[src/rtl/decoder_pkg.sv]
// Shared definitions for the 2-to-4 pulse decoder.
//   IDX_W / OUT_W : encoded index width and one-hot output width
//   CNT_W         : width of the hold/gap cycle counter
//   dec_state_e   : pulse FSM states (IDLE, HOLD, GAP)
//   idx_to_onehot : encoded index -> one-hot vector
package decoder_pkg;
  localparam int IDX_W = 2;
  localparam int OUT_W = 4;
  localparam int CNT_W = 8;

  typedef enum logic [1:0] {
    IDLE = 2'd0,
    HOLD = 2'd1,
    GAP  = 2'd2
  } dec_state_e;

  function automatic logic [OUT_W-1:0] idx_to_onehot(input logic [IDX_W-1:0] idx);
    logic [OUT_W-1:0] oh;
    oh      = '0;
    oh[idx] = 1'b1;
    return oh;
  endfunction
endpackage

[src/rtl/decoder_2x4_pulse_timer.sv]
// dec_pulse_timer: 8-bit loadable down-counter used to time pulse hold and
// gap phases. It stops at zero and reports done while the count is zero.
//   clk, rst_n : clock, synchronous active-low reset
//   clr        : force count to zero (highest priority)
//   load       : load load_val this cycle
//   load_val   : value to load
//   done       : count == 0
module dec_pulse_timer
  import decoder_pkg::*;
(
  input  logic             clk,
  input  logic             rst_n,
  input  logic             clr,
  input  logic             load,
  input  logic [CNT_W-1:0] load_val,
  output logic             done
);

  logic [CNT_W-1:0] cnt_q;
  logic [CNT_W-1:0] cnt_d;

  always_comb begin
    cnt_d = cnt_q;
    if (clr) begin
      cnt_d = '0;
    end else if (load) begin
      cnt_d = load_val;
    end else if (cnt_q != '0) begin
      cnt_d = cnt_q - CNT_W'(1);
    end
  end

  always_ff @(posedge clk) begin
    if (!rst_n) begin
      cnt_q <= '0;
    end else begin
      cnt_q <= cnt_d;
    end
  end

  assign done = (cnt_q == '0);

endmodule

[src/rtl/decoder_2x4_pulse.sv]
// decoder_2x4_pulse: turns a 2-bit index into a registered one-hot pulse that
// is held for HOLD_CYCLES and followed by GAP_CYCLES of forced zero. A
// one-deep pending slot accepts the next index while a pulse is in flight.
//   clk, rst_n : clock, synchronous active-low reset
//   E          : enable; low aborts any pulse, drops pending, blocks input
//   in_valid   : in_idx is valid
//   in_idx     : encoded index 0..3
//   in_ready   : index can be accepted this cycle
//   Y          : registered one-hot output (zero when idle or in gap)
//   y_valid    : |Y
//   busy       : FSM not idle or pending slot occupied
//   evt_count  : (only with DECODER_STATS_EN) per-index saturating count of
//                pulses started, 4 x 8 bits packed, indexed by idx
//
// Handshake: a transfer happens on a rising edge where in_valid && in_ready.
// in_ready depends only on registered state, rst_n and E, never on in_valid,
// and once in_valid is offered the source holds in_idx until the transfer.
module decoder_2x4_pulse
  import decoder_pkg::*;
#(
  parameter int unsigned HOLD_CYCLES = 2,
  parameter int unsigned GAP_CYCLES  = 1
) (
  input  logic             clk,
  input  logic             rst_n,
  input  logic             E,
  input  logic             in_valid,
  input  logic [IDX_W-1:0] in_idx,
  output logic             in_ready,
  output logic [OUT_W-1:0] Y,
  output logic             y_valid,
  output logic             busy
`ifdef DECODER_STATS_EN
  ,
  output logic [OUT_W-1:0][CNT_W-1:0] evt_count
`endif
);

  localparam logic [CNT_W-1:0] HOLD_LOAD = CNT_W'(HOLD_CYCLES - 1);
  localparam bit               HAS_GAP   = (GAP_CYCLES != 0);
  localparam logic [CNT_W-1:0] GAP_LOAD  = HAS_GAP ? CNT_W'(GAP_CYCLES - 1) : '0;

  dec_state_e       state_q, state_d;
  logic [IDX_W-1:0] idx_q, idx_d;
  logic             pend_valid_q, pend_valid_d;
  logic [IDX_W-1:0] pend_idx_q, pend_idx_d;
  logic [OUT_W-1:0] y_q, y_d;

  logic             xfer;
  logic             have_next;
  logic [IDX_W-1:0] next_idx;
  logic             tmr_clr;
  logic             tmr_load;
  logic [CNT_W-1:0] tmr_val;
  logic             tmr_done;

  dec_pulse_timer u_timer (
    .clk     (clk),
    .rst_n   (rst_n),
    .clr     (tmr_clr),
    .load    (tmr_load),
    .load_val(tmr_val),
    .done    (tmr_done)
  );

  assign in_ready = rst_n && E && !pend_valid_q;
  assign xfer     = in_valid && in_ready;

  // A transfer on the last HOLD/GAP cycle is used directly at the phase
  // boundary, so the next pulse starts without an extra cycle in the slot.
  assign have_next = pend_valid_q || xfer;
  assign next_idx  = pend_valid_q ? pend_idx_q : in_idx;

  always_comb begin
    state_d      = state_q;
    idx_d        = idx_q;
    pend_valid_d = pend_valid_q;
    pend_idx_d   = pend_idx_q;
    tmr_clr      = 1'b0;
    tmr_load     = 1'b0;
    tmr_val      = '0;

    if (!E) begin
      // Abort wins over any counter expiry in the same cycle.
      state_d      = IDLE;
      pend_valid_d = 1'b0;
      tmr_clr      = 1'b1;
    end else begin
      case (state_q)
        IDLE: begin
          if (xfer) begin
            state_d  = HOLD;
            idx_d    = in_idx;
            tmr_load = 1'b1;
            tmr_val  = HOLD_LOAD;
          end
        end
        HOLD: begin
          if (xfer) begin
            pend_valid_d = 1'b1;
            pend_idx_d   = in_idx;
          end
          if (tmr_done) begin
            if (HAS_GAP) begin
              state_d  = GAP;
              tmr_load = 1'b1;
              tmr_val  = GAP_LOAD;
            end else if (have_next) begin
              // Back-to-back pulse: one-hot to one-hot with no zero cycle.
              state_d      = HOLD;
              idx_d        = next_idx;
              pend_valid_d = 1'b0;
              tmr_load     = 1'b1;
              tmr_val      = HOLD_LOAD;
            end else begin
              state_d = IDLE;
            end
          end
        end
        GAP: begin
          if (xfer) begin
            pend_valid_d = 1'b1;
            pend_idx_d   = in_idx;
          end
          if (tmr_done) begin
            if (have_next) begin
              state_d      = HOLD;
              idx_d        = next_idx;
              pend_valid_d = 1'b0;
              tmr_load     = 1'b1;
              tmr_val      = HOLD_LOAD;
            end else begin
              state_d = IDLE;
            end
          end
        end
        default: begin
          state_d      = IDLE;
          pend_valid_d = 1'b0;
          tmr_clr      = 1'b1;
        end
      endcase
    end

    y_d = (state_d == HOLD) ? idx_to_onehot(idx_d) : '0;
  end

  always_ff @(posedge clk) begin
    if (!rst_n) begin
      state_q      <= IDLE;
      idx_q        <= '0;
      pend_valid_q <= 1'b0;
      pend_idx_q   <= '0;
      y_q          <= '0;
    end else begin
      state_q      <= state_d;
      idx_q        <= idx_d;
      pend_valid_q <= pend_valid_d;
      pend_idx_q   <= pend_idx_d;
      y_q          <= y_d;
    end
  end

  assign Y       = y_q;
  assign y_valid = |y_q;
  assign busy    = (state_q != IDLE) || pend_valid_q;

`ifdef DECODER_STATS_EN
  logic [OUT_W-1:0][CNT_W-1:0] evt_q, evt_d;
  logic                        pulse_start;

  always_comb begin
    // A pulse starts on entry to HOLD, or on a HOLD->HOLD restart at expiry.
    pulse_start = (state_d == HOLD) && ((state_q != HOLD) || tmr_done);
    evt_d       = evt_q;
    if (pulse_start && (evt_q[idx_d] != '1)) begin
      evt_d[idx_d] = evt_q[idx_d] + CNT_W'(1);
    end
  end

  always_ff @(posedge clk) begin
    if (!rst_n) begin
      evt_q <= '0;
    end else begin
      evt_q <= evt_d;
    end
  end

  assign evt_count = evt_q;
`endif

endmodule

[config.mk]
export PLATFORM = sky130hd
export DESIGN_NAME = decoder_2x4_pulse
export DESIGN_NICKNAME = d
export VERILOG_FILES = /design/src/rtl/decoder_pkg.sv /design/src/rtl/decoder_2x4_pulse_timer.sv /design/src/rtl/decoder_2x4_pulse.sv
export SDC_FILE = /design/constraint.sdc
export NUM_CORES = 1
export LEC_CHECK = 0
export CAP_MARGIN = 20
export CORE_UTILIZATION = 30
export DETAILED_ROUTE_END_ITERATION = 7
export PLACE_DENSITY_LB_ADDON = 0.2
export SYNTH_ARGS = -nofsm -noshare
export SYNTH_HDL_FRONTEND = slang
export SYNTH_SLANG_ARGS = --single-unit
[constraint.sdc]
create_clock -name clk -period 4.3 [get_ports clk]
set_clock_uncertainty 0.2 [all_clocks]
set_input_delay 0.43 -clock clk [delete_from_list [all_inputs] [get_ports clk]]
set_output_delay 0.43 -clock clk [all_outputs]
set_load 0.01 [all_outputs]
==> metrics <==
WS Path Type primary input to output pin; clock network power share 0.124; Worst EP arrival 1.88 ns; post-synth cell types 40; Site Rows 21; Critical Path RT 3.67 ns; 1st-pass router iterations 4; initial antenna violation count 0; met3 wire len 79 um; share of cells above drive strength 1 0.0949; post-layout net count 150; Psw 312 uW; DR WL/cell 11.7 um; Synth Flop Type dfxtp_1; Resize count post-CTS 0; Starting Density 0.316; final instance area 0.00126 mm^2; post-synthesis adder-cell area fraction 0.0706; Slew @ Worst Pin 0.606 ns; Max Freq 398 MHz; vias in the first global route 803; Comb pwr share 0.541; Setup Buffers After CTS 0; DR top layer met4; largest family of logic cells by synthesized area simple AND/OR/NAND/NOR gates; Final HPWL DP 1.65 mm; min cycle time layout 2.51 ns; largest net degree at the start of global routing 12; sequential share of power 0.336; final count of negative-setup-slack endpoints 0; P_leak 0.000494 uW; Syn Nets 134; Cell Area, Synth 0.00106 mm^2; Die W 61.5 um; PD cells 574 mW/mm^2; Die Y-Extent 61.5 um; Post-DRT Antenna Nets 0; Area after DPL 0.00124 mm^2; Hold Crit Class flip-flop to flip-flop; asr flop ratio synth 0; clk slew on worst S/H paths 0.12 ns; Hold-fix buffers, CTS 0; IO buf count 12; first-pass GRT wire length 3.66 mm; Layout area overhead 18.9%; Compound-Gate Fraction of Synth Area 0.169; Pwr Total 726 uW; Post-Synth Simple-Gate Area 0.280; DRC viols 0; Post-synth EDFFs 0; status complete, no violations; total I/O pin count 13; xor and xnor area share after synthesis 0.0494; Sink Count 19; max cap viols 0; endpoints failing hold 0; fin crit share 0.585; max_slew headroom 0.592; clock latency on the worst-skew pair 0.29 ns; RSZ-0062 raised after global routing false; core outline area 0.00336 mm^2; diode count 0; overall routing resource usage 0.131; Final Slew Violations 0; grt ovf 0; Fin Setup TNS 0 ns; sequential fraction of the synthesis area 0.358; CP endpoint kind output pin; startpoint types primary input; count of state elements after synthesis 19; mux cell area share after synthesis 0.0518; Syn. warnings 0; DR iter-0 viols 30; Hold Slack 0.280 ns; average size of a mapped cell 8.72 um^2; CTS HTree Levels 1; maximum vdd drop 0.169 mV; met2 wire len 933 um; Fill cells 365; met1 WL 1.11 mm; crit path max fanout 8; Syn Inst Count 122; CTS tree yes; clock root cell clkbuf_4; routed vias/inst 4.90; final wirelength 2.14 mm; switching share of total power 0.429; P_int 414 uW; CTS buffer count 3; Die ar. 0.00379 mm^2; Max clock buf depth 2; RD Place Congestion 0.847; DR vias 896
-- layout by cell type (no fill, tap or decap), types with 2 or more instances in the layout --
cell | synthesis | layout
xor2_1 | 4 | 4
nor3_1 | 3 | 3
nand3_1 | 7 | 7
ha_1 | 6 | 6
nor2b_1 | 2 | 2
o21ai_0 | 5 | 5
inv_1 | 5 | 5
mux2_2 | 3 | 3
clkdlybuf4s50_1 | 0 | 12
or4_1 | 2 | 2
nor3b_1 | 2 | 2
a21boi_0 | 3 | 3
nand2_1 | 10 | 10
xnor2_1 | 2 | 2
nor2_1 | 17 | 17
dfxtp_1 | 19 | 19
and4b_1 | 2 | 2
clkbuf_4 | 0 | 3
a211oi_1 | 2 | 2
a21oi_1 | 4 | 4
a31oi_1 | 2 | 2
a21o_1 | 2 | 2
-- cells by family (layout without fill, tap and decap cells) --
logic type      Yosys count  after routing
fa+ha+maj                 6              6
flops                    19             19
mux                       5              5
buf+inv                   6             21
xor+xnor                  6              6
simple gates             55             55
compound gates           25             25
-- power by group through the flow --
stage	logic [uW]	registers [uW]	clock network, uW
finish	393	244	89.7
global route	435	251	104
CTS	396	244	95.2
detailed placement	395	247	0
global placement	395	247	0
floorplan	328	240	0
-- Yosys cell counts, types with 2 or more instances --
cell | count | area (um^2)
and4b_1 | 2 | 20.0
mux2_2 | 3 | 33.8
xor2_1 | 4 | 35.0
nand2_1 | 10 | 37.5
o21ai_0 | 5 | 25.0
a21oi_1 | 4 | 20.0
nor3_1 | 3 | 15.0
inv_1 | 5 | 18.8
a211oi_1 | 2 | 15.0
dfxtp_1 | 19 | 380
a21o_1 | 2 | 15.0
ha_1 | 6 | 75.1
a31oi_1 | 2 | 12.5
or4_1 | 2 | 15.0
nor2b_1 | 2 | 12.5
a21boi_0 | 3 | 22.5
nor3b_1 | 2 | 15.0
xnor2_1 | 2 | 17.5
nor2_1 | 17 | 63.8
nand3_1 | 7 | 35.0
-- final timing paths --
check / startpoint / end / slack (ns) / cells after the start
worst max-delay path: E / in_ready / 1.79 / 4
worst min-delay path: pend_idx_q[0]$_SDFFE_PN0P_ / pend_idx_q[0]$_SDFFE_PN0P_ / 0.28 / 2
worst max register to register: u_timer.cnt_q[0]$_SDFFE_PP0P_ / idx_q[0]$_SDFF_PN0_ / 1.83 / 7
worst min register to register: pend_idx_q[0]$_SDFFE_PN0P_ / pend_idx_q[0]$_SDFFE_PN0P_ / 0.28 / 2
-- stage by stage --
stage,worst slack (ns),util,cells
after floorplan,2.00,-,122
after global placement,1.61,0.368,179
after detailed placement,1.55,0.368,179
after CTS,1.78,0.376,183
after global routing,1.70,0.376,183
final,1.79,0.376,183
-- flip-flops by register name, indices dropped and copies added, names as in the netlist --
signal	cells
pend_valid_q	1
idx_q	2
state_q	2
u_timer.cnt_q	8
Y	4
pend_idx_q	2
-- cell type report --
| type | instances | area, um^2 | share of cell area |
|---|---|---|---|
| Clock buffer | 3 | 22.5 | 0.0178 |
| Clock inverter | 1 | 5.00 | 0.00396 |
| Inverter | 5 | 18.8 | 0.0148 |
| Multi-Input combinational cell | 97 | 661 | 0.522 |
| Sequential cell | 19 | 380 | 0.301 |
| Tap cell | 46 | 57.6 | 0.0455 |
| Timing Repair Buffer | 12 | 120 | 0.0950 |
-- layer usage --
layer	up-vias	GRT usage
met4	0	0.0476
li1	470	-
met5	-	0
met3	2	0.0252
met1	406	0.188
met2	18	0.194
-- worst max-delay path, cell delays in order --
cell and delay (ns):
clkdlybuf4s50_1 0.65, nand2_1 0.15, nor2_1 0.11, clkdlybuf4s50_1 0.54
No activity file was read; power rests on OpenSTA's default activity.
